File: config.mk
export PLATFORM = sky130hd
export DESIGN_NAME = store_queue
export DESIGN_NICKNAME = d
export VERILOG_FILES = /design/src/rtl/store_queue.sv
export SDC_FILE = /design/constraint.sdc
export NUM_CORES = 1
export LEC_CHECK = 0
export BUFFER_PORTS_ARGS = -buffer_cell sky130_fd_sc_hd__buf_2
export CAP_MARGIN = 40
export CELL_PAD_IN_SITES_DETAIL_PLACEMENT = 1
export CELL_PAD_IN_SITES_GLOBAL_PLACEMENT = 2
export CORE_UTILIZATION = 44
export DETAILED_ROUTE_END_ITERATION = 12
export GPL_TIMING_DRIVEN = 0
export PLACE_DENSITY = 0.88
export SLEW_MARGIN = 20
export SYNTH_ARGS = -nofsm -noshare
export SYNTH_HDL_FRONTEND = slang
export SYNTH_SLANG_ARGS = --single-unit
File: constraint.sdc
create_clock -name clock -period 6.9 [get_ports clock]
set_input_delay 1.035 -clock clock [delete_from_list [all_inputs] [get_ports clock]]
set_output_delay 1.035 -clock clock [all_outputs]
set_load 0.01 [all_outputs]
File: src/rtl/store_queue.sv
// Store queue: in-order dispatch, out-of-order completion, in-order retire and memory drain.
// Build with SQ_FORWARD_EN defined for store-to-load forwarding; without it loads stall instead.
module store_queue #(
    parameter int unsigned SIZE           = 8,
    parameter int unsigned DISPATCH_WIDTH = 2,
    parameter int unsigned RETIRE_WIDTH   = 2,
    parameter int unsigned ROB_IDX_W      = 5,
    localparam int unsigned IDX_W         = $clog2(SIZE)
) (
    input  logic                                clock,
    input  logic                                reset,
    input  logic [DISPATCH_WIDTH-1:0]           disp_valid,
    input  logic [DISPATCH_WIDTH*ROB_IDX_W-1:0] disp_rob_idx,
    output logic                                disp_ready,
    output logic [DISPATCH_WIDTH*IDX_W-1:0]     disp_sq_idx,
    input  logic                                cmpl_valid,
    input  logic [IDX_W-1:0]                    cmpl_sq_idx,
    input  logic [31:0]                         cmpl_addr,
    input  logic [31:0]                         cmpl_data,
    input  logic [3:0]                          cmpl_mask,
    input  logic [RETIRE_WIDTH-1:0]             ret_valid,
    input  logic                                flush,
    output logic                                mem_valid,
    output logic [31:0]                         mem_addr,
    output logic [31:0]                         mem_data,
    output logic [3:0]                          mem_mask,
    input  logic                                mem_accepted,
    input  logic                                ld_valid,
    input  logic [31:0]                         ld_addr,
    input  logic [IDX_W-1:0]                    ld_sq_idx,
    output logic                                fwd_hit,
    output logic [31:0]                         fwd_data,
    output logic                                fwd_stall,
    output logic [IDX_W:0]                      count
);
    localparam int unsigned PTR_W = IDX_W + 1;

    typedef enum logic [1:0] {StEmpty, StDispatched, StCompleted, StRetired} entry_state_e;

    entry_state_e state_q [SIZE];
    entry_state_e state_d [SIZE];
    logic [31:0]  addr_q  [SIZE];
    logic [31:0]  addr_d  [SIZE];
    logic [31:0]  data_q  [SIZE];
    logic [31:0]  data_d  [SIZE];
    logic [3:0]   mask_q  [SIZE];
    logic [3:0]   mask_d  [SIZE];
    logic [SIZE-1:0][ROB_IDX_W-1:0] rob_idx_q, rob_idx_d;

    logic [PTR_W-1:0] head_q, head_d, ret_ptr_q, ret_ptr_d, tail_q, tail_d, count_q, count_d;
    logic [PTR_W-1:0] lane_ptr [DISPATCH_WIDTH];
    logic [PTR_W-1:0] disp_cnt, ret_cnt, ret_slot;
    logic [IDX_W-1:0] head_idx, ld_dist;
    logic             unused_sig;

    assign head_idx   = head_q[IDX_W-1:0];
    assign disp_ready = (PTR_W'(SIZE) - count_q) >= PTR_W'(DISPATCH_WIDTH);
    assign count      = count_q;
    assign mem_valid  = (state_q[head_idx] == StRetired);
    assign mem_addr   = addr_q[head_idx];
    assign mem_data   = data_q[head_idx];
    assign mem_mask   = mask_q[head_idx];
    assign ld_dist    = ld_sq_idx - head_idx;
    // ROB tags are kept for debug visibility only; word-offset address bits never take part.
    assign unused_sig = ^{rob_idx_q, ld_addr[1:0]};

    // Each valid lane takes the next free slot after the lanes below it.
    always_comb begin
        disp_sq_idx = '0;
        disp_cnt    = '0;
        for (int i = 0; i < DISPATCH_WIDTH; i++) begin
            lane_ptr[i] = tail_q + disp_cnt;
            disp_sq_idx[i*IDX_W +: IDX_W] = lane_ptr[i][IDX_W-1:0];
            if (disp_valid[i]) disp_cnt = disp_cnt + PTR_W'(1);
        end
    end

    always_comb begin
        state_d   = state_q;
        addr_d    = addr_q;
        data_d    = data_q;
        mask_d    = mask_q;
        rob_idx_d = rob_idx_q;
        head_d    = head_q;
        ret_ptr_d = ret_ptr_q;
        tail_d    = tail_q;
        ret_cnt   = '0;
        ret_slot  = '0;
        if (!flush) begin
            if (disp_ready) begin
                for (int i = 0; i < DISPATCH_WIDTH; i++) begin
                    if (disp_valid[i]) begin
                        state_d[lane_ptr[i][IDX_W-1:0]]   = StDispatched;
                        rob_idx_d[lane_ptr[i][IDX_W-1:0]] = disp_rob_idx[i*ROB_IDX_W +: ROB_IDX_W];
                    end
                end
                tail_d = tail_q + disp_cnt;
            end
            if (cmpl_valid && state_q[cmpl_sq_idx] == StDispatched) begin
                state_d[cmpl_sq_idx] = StCompleted;
                addr_d[cmpl_sq_idx]  = cmpl_addr;
                data_d[cmpl_sq_idx]  = cmpl_data;
                mask_d[cmpl_sq_idx]  = cmpl_mask;
            end
            for (int j = 0; j < RETIRE_WIDTH; j++) begin
                ret_slot = ret_ptr_q + ret_cnt;
                if (ret_valid[j]) begin
                    state_d[ret_slot[IDX_W-1:0]] = StRetired;
                    ret_cnt = ret_cnt + PTR_W'(1);
                end
            end
            ret_ptr_d = ret_ptr_q + ret_cnt;
        end else begin
            for (int i = 0; i < SIZE; i++) begin
                if (state_q[i] != StRetired) state_d[i] = StEmpty;
            end
            tail_d = ret_ptr_q;
        end
        // The head entry is always RETIRED when it drains, so flush never collides with it.
        if (mem_valid && mem_accepted) begin
            state_d[head_idx] = StEmpty;
            head_d = head_q + PTR_W'(1);
        end
        count_d = tail_d - head_d;
    end

`ifdef SQ_FORWARD_EN
    logic             fwd_match, fwd_pend;
    logic [3:0]       fwd_mask;
    logic [31:0]      fwd_word;
    logic [IDX_W-1:0] fwd_slot;

    always_comb begin
        fwd_hit   = 1'b0;
        fwd_data  = '0;
        fwd_stall = 1'b0;
        fwd_match = 1'b0;
        fwd_pend  = 1'b0;
        fwd_mask  = '0;
        fwd_word  = '0;
        fwd_slot  = '0;
        // Later iterations are younger, so the last match wins.
        for (int j = 0; j < SIZE; j++) begin
            fwd_slot = head_idx + IDX_W'(j);
            if (IDX_W'(j) < ld_dist) begin
                if (state_q[fwd_slot] == StDispatched) begin
                    fwd_pend = 1'b1;
                end else if (state_q[fwd_slot] != StEmpty &&
                             addr_q[fwd_slot][31:2] == ld_addr[31:2]) begin
                    fwd_match = 1'b1;
                    fwd_mask  = mask_q[fwd_slot];
                    fwd_word  = data_q[fwd_slot];
                end
            end
        end
        if (ld_valid) begin
            fwd_stall = fwd_pend | (fwd_match & (fwd_mask != 4'hF));
            fwd_hit   = fwd_match & (fwd_mask == 4'hF) & ~fwd_pend;
            for (int b = 0; b < 4; b++) begin
                if (fwd_match && fwd_mask[b]) fwd_data[b*8 +: 8] = fwd_word[b*8 +: 8];
            end
        end
    end
`else
    logic             older_busy;
    logic [IDX_W-1:0] fwd_slot;
    logic [31:0]      unused_ld_addr;

    assign fwd_hit        = 1'b0;
    assign fwd_data       = '0;
    assign fwd_stall      = ld_valid & older_busy;
    assign unused_ld_addr = ld_addr;

    always_comb begin
        older_busy = 1'b0;
        fwd_slot   = '0;
        for (int j = 0; j < SIZE; j++) begin
            fwd_slot = head_idx + IDX_W'(j);
            if (IDX_W'(j) < ld_dist && state_q[fwd_slot] != StEmpty) older_busy = 1'b1;
        end
    end
`endif

    always_ff @(posedge clock) begin
        if (reset) begin
            for (int i = 0; i < SIZE; i++) state_q[i] <= StEmpty;
            head_q    <= '0;
            ret_ptr_q <= '0;
            tail_q    <= '0;
            count_q   <= '0;
        end else begin
            state_q   <= state_d;
            head_q    <= head_d;
            ret_ptr_q <= ret_ptr_d;
            tail_q    <= tail_d;
            count_q   <= count_d;
        end
    end

    // Payload is qualified by entry state, so it needs no reset.
    always_ff @(posedge clock) begin
        addr_q    <= addr_d;
        data_q    <= data_d;
        mask_q    <= mask_d;
        rob_idx_q <= rob_idx_d;
    end
endmodule

==> impl_metrics.tcl, run 1 <==
set metrics [dict create \
    cts_resized 0 \
    cts_max_path_buffers 3 \
    seq_area_frac_synth_pct 71.5 \
    cap_violations 0 \
    cts_tree "done" \
    drtPass1Iterations 5 \
    worst_pin_slew_ps 831 \
    synth-async-reset-ratio_pct 0 \
    worstPathArrival_ps 4480 \
    avgRoutedWirePerCell_um 25.4 \
    pwr-share-seq_pct 53.0 \
    path_cells "clkbuf_1 -> buf_2 -> buf_1 -> inv_1 -> fa_1 -> xnor2_1 -> xnor2_1 -> o311a_1 -> o21ai_0 -> a31oi_1 -> buf_2" \
    holdBufCountCts 0 \
    crit_family "buffers and inverters" \
    gr-total-overflow 0 \
    antenna_found_initial 12 \
    grt_pass1_vias 14200 \
    core-area_sq_um 53000 \
    fin_crit_ps 5520 \
    cts.sinks 576 \
    hold_viol_final 0 \
    root_buffer "clkbuf_16" \
    end_kind "output pin" \
    vias 13300 \
    netlist_instances 1363 \
    critPathLaunchType "flop" \
    crit_fanout 10 \
    fin_nets 1789 \
    rsz0062_at_grt "no" \
    yosys_warnings 0 \
    final_area_sq_um 27900 \
    place.gp.congestion 0.845 \
    power_frac_comb_pct 5.1 \
    hold_class "flop to flop" \
    path_buf_inv 5 \
    power_leakage_nw 9.51 \
    synth.distinct_cells 64 \
    syn_area_sq_um 23700 \
    start_util_pct 44.8 \
    preCtsSetupSlack_ps 1940 \
    clockPowerShare_pct 41.9 \
    criticalPathCategory "flop to output pin" \
    synth_ff_type "edfxtp_1" \
    drc 0 \
    die-width_um 234 \
    synth.top_cell.area_share_pct 68.8 \
    maxSlewHeadroom_pct 44.6 \
    grt.total_usage_pct 22.3 \
    synthTopCellsByArea "edfxtp_1 (69%), mux4_2 (13%), nand2_1 (3.8%)" \
    design.die.area_sq_um 54900 \
    rows 84 \
    syn2layout_area_growth_pct 17.5 \
    fin_crit_sh_pct 80.0 \
    finClkSkew_ps 16.9 \
    path_clk_slew_ps 60 \
    fin_cells 2376 \
    max_stage_delay_ps 600 \
    syn_area_per_cell_sq_um 17.4 \
    setup_ws_ps 1380 \
    cts_made_buffers 58 \
    placed_cell_area_sq_um 26000 \
    fp.dieH_um 234 \
    crit_slowest_cell "buf_1" \
    grt_max_degree 53 \
    drt_wl_total_um 60300 \
    hold_ws_ps 527 \
    viasPerCell 5.61 \
    tns_ps 0 \
    worstPathRequired_ps 5860 \
    setup_viol 0 \
    nFillCells 4996 \
    p_int_mw 5.74 \
    ys_seq_elements 576 \
    sw_frac_of_total_pct 21.2 \
    slew_violations 0 \
    synth_edf_count 544 \
    status "finished, final reports clean" \
    cts_setup_buffers 0 \
    ioPinCount 240 \
    dpl.hpwl_um 39300 \
    p_per_area_nw_per_um2 261 \
    htreeDepth 2 \
    vdd_drop_max_mv 0.260 \
    p_switching_mw 1.54 \
    final_layout_size_suffix_gt1_share_pct 29.3 \
    synth_largest_area_cell "edfxtp_1" \
    clk_latency_ps 610 \
    drt_iter0_drc 950 \
    max_freq_mhz 181 \
    io_buffers 161 \
    detail-route-antenna-nets 0 \
    grt_pass1_wl_um 88700 \
    dpl.cell_count 2263 \
]
[logic make-up (layout without fill, tap and decap cells)]
| kind of cell | after synthesis | in the layout | share of synthesized area, % |
|---|---|---|---|
| AO/OA/AOI/OAI | 111 | 111 | 3.11 |
| XOR/XNOR | 12 | 12 | 0.443 |
| adder cells (fa/ha/maj) | 26 | 26 | 1.50 |
| buffers and inverters | 126 | 415 | 2.79 |
| flip-flops | 576 | 576 | 71.5 |
| multiplexers | 154 | 154 | 14.0 |
| other | 1 | 37 | 0.0158 |
| AND/OR/NAND/NOR | 357 | 357 | 6.65 |
[power by group through the flow]
stage | Sequential, mW | Combinational, mW | Clock (mW)
after detailed placement | 3.93 | 0.368 | 0
final | 3.86 | 0.370 | 3.05
after global routing | 3.86 | 0.407 | 3.20
after CTS | 3.86 | 0.370 | 3.09
after global placement | 3.93 | 0.344 | 0
after floorplan | 3.93 | 0.223 | 0
[path summary, 6_finish.rpt]
path,cells past startpoint,to,from,slack (ps)
worst min-delay path,2,ret_ptr_q[3],ret_ptr_q[3],530
worst max-delay path,11,fwd_stall,head_q[1],1380
worst max register to register,11,count[3],head_q[1],2670
worst min register to register,2,ret_ptr_q[3],ret_ptr_q[3],530
[layer usage]
| metal | wire [um] | global-route usage [%] |
|---|---|---|
| met1 | 23600 | 28.1 |
| met2 | 31200 | 38.9 |
| met3 | 3890 | 4.01 |
| met4 | 1520 | 7.51 |
| met5 | 88 | 0 |
[final cells by class]
class | instances | area [sq um] | share of cell area [%]
clock buffers | 68 | 1510 | 5.42
repair buffers | 182 | 1280 | 4.60
plain buffers | 104 | 579 | 2.08
diodes | 4 | 10.0 | 0.0359
flip-flops and latches | 576 | 17000 | 60.9
well taps | 688 | 861 | 3.09
clock inverters | 39 | 325 | 1.17
inverters | 22 | 92.6 | 0.332
multi-input cells | 693 | 6250 | 22.4
[cell usage after synthesis, types with 7 or more instances]
cell type  instances
a21oi_1           28
a31oi_1           11
buf_1             16
buf_2             22
buf_4             39
clkbuf_1          25
dfxtp_1           32
edfxtp_1         544
ha_1              22
inv_1             19
mux2i_1           10
mux4_2           142
nand2_1          241
nand2b_1           7
nand3_1           12
nor2_1            37
nor2b_1           10
nor3_1            10
nor3b_1            8
o21a_1             7
o21ai_0           20
xnor2_1           10
[stage by stage]
step	util, %	total power [mW]
after floorplan	-	4.15
after global routing	52.6	7.47
after global placement	48.2	4.28
after detailed placement	49.1	4.30
final	52.6	7.28
after CTS	52.6	7.32
[tightest hold or removal path: stages (launching register included)]
cell and delay (ps):
dfxtp_1 340, xnor2_1 80, nor2_1 70
[cells in the final DEF, fill, tap and decap left out, types with 17 or more instances in the layout]
cell         n
o21ai_0     20
clkbuf_1    34
ha_1        22
dfxtp_1     32
conb_1      33
edfxtp_1   544
clkinv_2    19
a21oi_1     28
mux4_2     142
inv_1       17
nand2_1    241
buf_4       39
buf_2      183
nor2_1      36
clkbuf_16   59
[sequential cells by signal, indices dropped and copies added, names as in the netlist]
| name | count |
|---|---|
| addr_q | 256 |
| data_q | 256 |
| mask_q | 32 |
| state_q | 16 |
| count | 4 |
| head_q | 4 |
| ret_ptr_q | 4 |
| tail_q | 4 |
Power figures use the tool's default switching activity.
==> run 2: changes to the inputs <==
Settings changed: ABC_AREA set to 1, CORE_UTILIZATION 44 to 40.
Clock period 6.9 ns to 5.4 ns, I/O delays scaled along.
==> run 2 against run 1 <==
Net effect: largest power group unchanged; design area rose by 3.3%; first-iteration DRC count rose by 60%; wire length rose by 23%; area after synthesis rose by 2.8%; total power rose by 34%; combinational power rose by 130%; critical path depth rose by 5; largest cell class unchanged; clock-buffer cell count rose by 5.
==> impl_metrics.tcl, run 2 <==
set metrics [dict create \
    status "finished, final reports clean" \
    seqCellArea_sq_um 17000 \
    critPathLaunchType "flop" \
    ioPinCount 240 \
    avgRoutedWirePerCell_um 22.9 \
    preCtsSetupSlack_ps 946 \
    cts_made_buffers 57 \
    place.gp.congestion 0.839 \
    syn_area_sq_um 24400 \
    layout_commonest_cell "edfxtp_1" \
    rsz0062_at_grt "no" \
    worstPathArrival_ps 4260 \
    worst_pin_slew_ps 888 \
    crit_slowest_cell "dfxtp_1" \
    dpl.hpwl_um 50500 \
    power_leakage_nw 10.5 \
    drt_wl_total_um 74300 \
    die-width_um 249 \
    fin_crit_sh_pct 93.9 \
    reg_top3 "addr_q (256), data_q (256), mask_q (32)" \
    synth_edf_count 544 \
    synthTopCellsByArea "edfxtp_1 (67%), nor2_1 (8.1%), o21ai_0 (4.4%)" \
    cts.sinks 576 \
    htreeDepth 2 \
    fin_nets 2572 \
    finClkSkew_ps 33.3 \
    cts_max_path_buffers 3 \
    drt_iter0_drc 1523 \
    fin_crit_ps 5070 \
    synth_ff_type "edfxtp_1" \
    path_cells "inv_2 -> buf_6 -> buf_2 -> clkbuf_1 -> ha_1 -> inv_1 -> nand3_1 -> nand2_1 -> nand2_1 -> nand2_1 -> nand3_1 -> o21ai_0 -> nand2_1 -> nand2_1 -> a21oi_1 -> buf_2" \
    ys_seq_elements 576 \
    start_util_pct 40.4 \
    layout_common_cells "edfxtp_1 (544), nor2_1 (518), o21ai_0 (217)" \
    root_buffer "clkbuf_16" \
    syn2layout_area_growth_pct 18.0 \
    hold_viol_final 0 \
    io_buffers 162 \
    synth_largest_area_cell "edfxtp_1" \
    p_per_area_nw_per_um2 338 \
    crit_fanout 10 \
    path_clk_slew_ps 70 \
    seq_area_frac_synth_pct 69.5 \
    max_stage_delay_ps 730 \
    detail-route-antenna-nets 0 \
    gr-total-overflow 0 \
    setup_ws_ps 332 \
    cts_resized 0 \
    vdd_drop_max_mv 0.257 \
    holdBufCountCts 0 \
    hold_class "input port to flop" \
    tns_ps 0 \
    grt.total_usage_pct 23.8 \
    syn_area_per_cell_sq_um 11.4 \
    synth-async-reset-ratio_pct 0 \
    fp.dieH_um 249 \
    end_kind "output pin" \
    multiInputGateArea_sq_um 6440 \
    cap_violations 0 \
    cpMostUsedCell "nand2_1" \
    design.die.area_sq_um 62000 \
    setup_viol 0 \
    core-area_sq_um 60400 \
    slew_violations 0 \
    hold_ws_ps 446 \
    cts_tree "done" \
    netlist_instances 2140 \
    max_freq_mhz 197 \
    synth.distinct_cells 36 \
    yosys_warnings 0 \
    yosysMostFrequentCell "edfxtp_1" \
    vias 17600 \
    grt_max_degree 27 \
    cts_setup_buffers 0 \
    drc 0 \
    placed_cell_area_sq_um 27000 \
    criticalPathCategory "flop to output pin" \
    final_layout_size_suffix_gt1_share_pct 15.6 \
    final_area_sq_um 28800 \
    viasPerCell 5.42 \
    synth.top_cell.area_share_pct 66.9 \
    maxSlewHeadroom_pct 40.8 \
    worstPathRequired_ps 4590 \
    nFillCells 6429 \
    rows 90 \
    grt_pass1_wl_um 112000 \
    antenna_found_initial 8 \
    clk_latency_ps 640 \
    grt_pass1_vias 18800 \
    drtPass1Iterations 5 \
    synth_common_cells "edfxtp_1 (544), nor2_1 (526), o21ai_0 (217)" \
    post-route-util_pct 47.7 \
]
==> run 2: cell count changes after synthesis, moves of 31 or more <==
cell      previous run  this run
mux4_2             142         0
o21ai_0             20       217
clkbuf_1            25        56
nor2_1              37       526
nand3_1             12        52
a31oi_1             11        69
inv_1               19        71
o22ai_1              5        72
o21ai_1              0        77
==> run 2: cells by family after synthesis <==
group                    synth area share, %
XOR/XNOR                               0.323
adder cells (fa/ha/maj)                 1.46
AO/OA/AOI/OAI                           10.4
flip-flops                              69.5
buffers and inverters                   4.81
other                                 0.0154
multiplexers                          0.0410
AND/OR/NAND/NOR                         13.4
==> run 2: cell type report <==
| class | count | share of cell area, % |
|---|---|---|
| Buffer | 161 | 3.10 |
| Multi-Input combinational cell | 1360 | 22.4 |
| Inverter | 75 | 0.978 |
| Sequential cell | 576 | 59.0 |
| Antenna cell | 4 | 0.0348 |
| Timing Repair Buffer | 189 | 4.84 |
| Tap cell | 782 | 3.40 |
| Clock inverter | 29 | 0.982 |
| Clock buffer | 73 | 5.34 |
==> run 2: power by group <==
part	internal [mW]	total (mW)	switching (mW)
sequential	4.91	4.95	0.0355
combinational	0.286	0.855	0.569
clock	2.24	3.94	1.70
total	7.44	9.74	2.30
==> run 2: worst max-delay path: cells and delay by family, from the launching register on <==
kind	cells	cell delay (ps)
compound gates	2	260
fa+ha+maj	1	580
buf+inv	6	1470
flops	1	730
simple gates	7	570
==> run 2: path summary, 6_finish.rpt <==
check / from / to / slack [ps] / cells after the start
setup / recovery: head_q[0] / fwd_stall / 330 / 16
hold / removal: cmpl_addr[2] / addr_q[34] / 450 / 1
setup reg to reg: head_q[0] / count[3] / 1630 / 12
hold reg to reg: ret_ptr_q[3] / ret_ptr_q[3] / 480 / 2
==> run 2: through the flow <==
| stage | std cells | power (mW) |
|---|---|---|
| global route | 3248 | 10.0 |
| finish | 3249 | 9.74 |
| global placement | 3116 | 5.85 |
| floorplan | 2172 | 5.54 |
| detailed placement | 3142 | 5.89 |
| CTS | 3244 | 9.80 |
==> run 2: metal layers <==
metal / vias up / share of wire (%) / global-route usage, %
met3: 132 / 4.7 / 3.38
met2: 499 / 50 / 40.9
met1: 8894 / 42 / 30.7
li1: 8081 / - / -
met4: 6 / 3.0 / 8.69
met5: - / 0.044 / 0
==> run 3: changes to the inputs <==
Settings changed: CORE_MARGIN set to 2.
Clock period 5.4 ns to 5.1 ns, I/O delays scaled along.
==> run 3 against run 2 <==
Net effect: critical path depth did not move; critical endpoint unchanged; wire length increased by 0.25%; sequential power increased by 5.9%; non-clock buffer count rose by 1; global-route usage is 0.56 points lower; clock skew shrank 12 ps; final cell count rose by 0.12%; via count grew 0.34%.
==> impl_metrics.tcl, run 3 (synthesized netlist as in run 2, its figures left out) <==
set metrics [dict create \
    drt_iter0_drc 1347 \
    critPathLaunchType "flop" \
    worstPathRequired_ps 4340 \
    fin_cells 3253 \
    place.gp.congestion 0.837 \
    grt_max_degree 26 \
    finClkSkew_ps 21.4 \
    core-area_sq_um 60400 \
    power_mw 10.3 \
    clk_latency_ps 640 \
    post-route-util_pct 47.7 \
    fp.dieH_um 251 \
    hold_start "cmpl_mask[3]" \
    syn2layout_area_growth_pct 18.0 \
    fin_nets 2574 \
    dpl.cell_count 3143 \
    drc 0 \
    drtPass1Iterations 5 \
    end_kind "output pin" \
    hold_class "input port to flop" \
    crit_fanout 10 \
    cts_made_buffers 58 \
    final_layout_size_suffix_gt1_share_pct 15.7 \
    start_util_pct 40.4 \
    max_stage_delay_ps 490 \
    path_cells "inv_2 -> buf_6 -> buf_2 -> clkbuf_1 -> ha_1 -> inv_1 -> nand3_1 -> nand2_1 -> nand2_1 -> nand2_1 -> nand2_1 -> nor2_1 -> nand3_1 -> nand2_1 -> a21oi_1 -> buf_2" \
    cpMostUsedCell "nand2_1" \
    cap_violations 0 \
    cts_max_path_buffers 3 \
    htreeDepth 2 \
    grt_pass1_wl_um 111000 \
    dpl.hpwl_um 50600 \
    antenna_found_initial 9 \
    fin_crit_sh_pct 91.7 \
    layout_commonest_cell "edfxtp_1" \
    rr_startpoint "head_q[0]" \
    detail-route-antenna-nets 0 \
    crit_slowest_cell "clkbuf_1" \
    avgRoutedWirePerCell_um 22.9 \
    root_buffer "clkbuf_16" \
    rsz0062_at_grt "no" \
    drt_wl_total_um 74500 \
    slew_violations 0 \
    worst_pin_slew_ps 879 \
    io_buffers 162 \
    fin_crit_ps 4680 \
    die-width_um 251 \
    hold_viol_final 0 \
    layout_common_cells "edfxtp_1 (544), nor2_1 (518), o21ai_0 (217)" \
    cts_tree "done" \
    setup_viol 0 \
    vdd_drop_max_mv 0.324 \
    p_per_area_nw_per_um2 357 \
    grt_pass1_vias 18600 \
    max_freq_mhz 214 \
    ioPinCount 240 \
    reg_top3 "addr_q (256), data_q (256), mask_q (32)" \
    grt.total_usage_pct 23.3 \
    design.die.area_sq_um 63000 \
    critPathLaunch "head_q[0]" \
    maxSlewHeadroom_pct 41.4 \
    status "finished, final reports clean" \
    cts.sinks 576 \
    viasPerCell 5.43 \
    criticalPathCategory "flop to output pin" \
    power_leakage_nw 10.5 \
    gr-total-overflow 0 \
    worstPathArrival_ps 3910 \
    nFillCells 6425 \
    rows 90 \
    vias 17700 \
    path_clk_slew_ps 60 \
]
==> run 3: report_power, final <==
part,internal (mW),total (mW),leakage [nW],switching [mW]
clock network,2.34,4.13,0.881,1.80
logic,0.303,0.903,4.48,0.600
registers,5.20,5.24,5.15,0.0384
total,7.84,10.3,10.5,2.44
==> run 3: worst paths after layout <==
kind                                endpoint  slack, ps  depth (start not counted)
worst max-delay path               fwd_stall        420                         16
worst min-delay path              mask_q[27]        400                          1
worst max register to register      count[3]       1540                         12
worst min register to register  ret_ptr_q[3]        480                          2
==> run 3: per-layer routing <==
metal / vias to the layer above / GRT usage (%) / wire length [um]
met5: - / 0 / 40
met1: 8911 / 29.2 / 30600
met3: 143 / 4.23 / 4070
li1: 8096 / - / -
met2: 514 / 40.0 / 37200
met4: 8 / 9.08 / 2560
==> run 3: final cells by class <==
cell class / instances / area, sq um / area share, %
Sequential cell: 576 / 17000 / 58.9
Tap cell: 782 / 978 / 3.40
Multi-Input combinational cell: 1360 / 6440 / 22.4
Inverter: 75 / 282 / 0.977
Timing Repair Buffer: 190 / 1420 / 4.93
Buffer: 161 / 892 / 3.10
Clock buffer: 78 / 1560 / 5.41
Clock inverter: 27 / 244 / 0.847
Antenna cell: 4 / 10.0 / 0.0347
==> run 3: critical path, delay by kind of cell, from the launching register on <==
| family | cells | cell delay, ps |
|---|---|---|
| flip-flops | 1 | 440 |
| AO/OA/AOI/OAI | 1 | 70 |
| AND/OR/NAND/NOR | 8 | 650 |
| adder cells (fa/ha/maj) | 1 | 450 |
| buffers and inverters | 6 | 1650 |
==> run 3: what timing repair did <==
action,CTS,global route
endpoints found under the setup margin,0,1
setup buffers,0,0
hold buffers,0,0
gates resized for setup,0,1
==> run 3: metrics by stage <==
stage / hold WS (ps) / area, sq um / setup slack (ps) / setup TNS [ps]
global route: 388 / 28800 / 174 / 0
finish: 400 / 28800 / 424 / 0
floorplan: 444 / 24500 / 158 / 0
CTS: 370 / 28800 / 70.2 / 0
global placement: 460 / 26300 / -2830 / -1451130
detailed placement: 476 / 27000 / 762 / 0
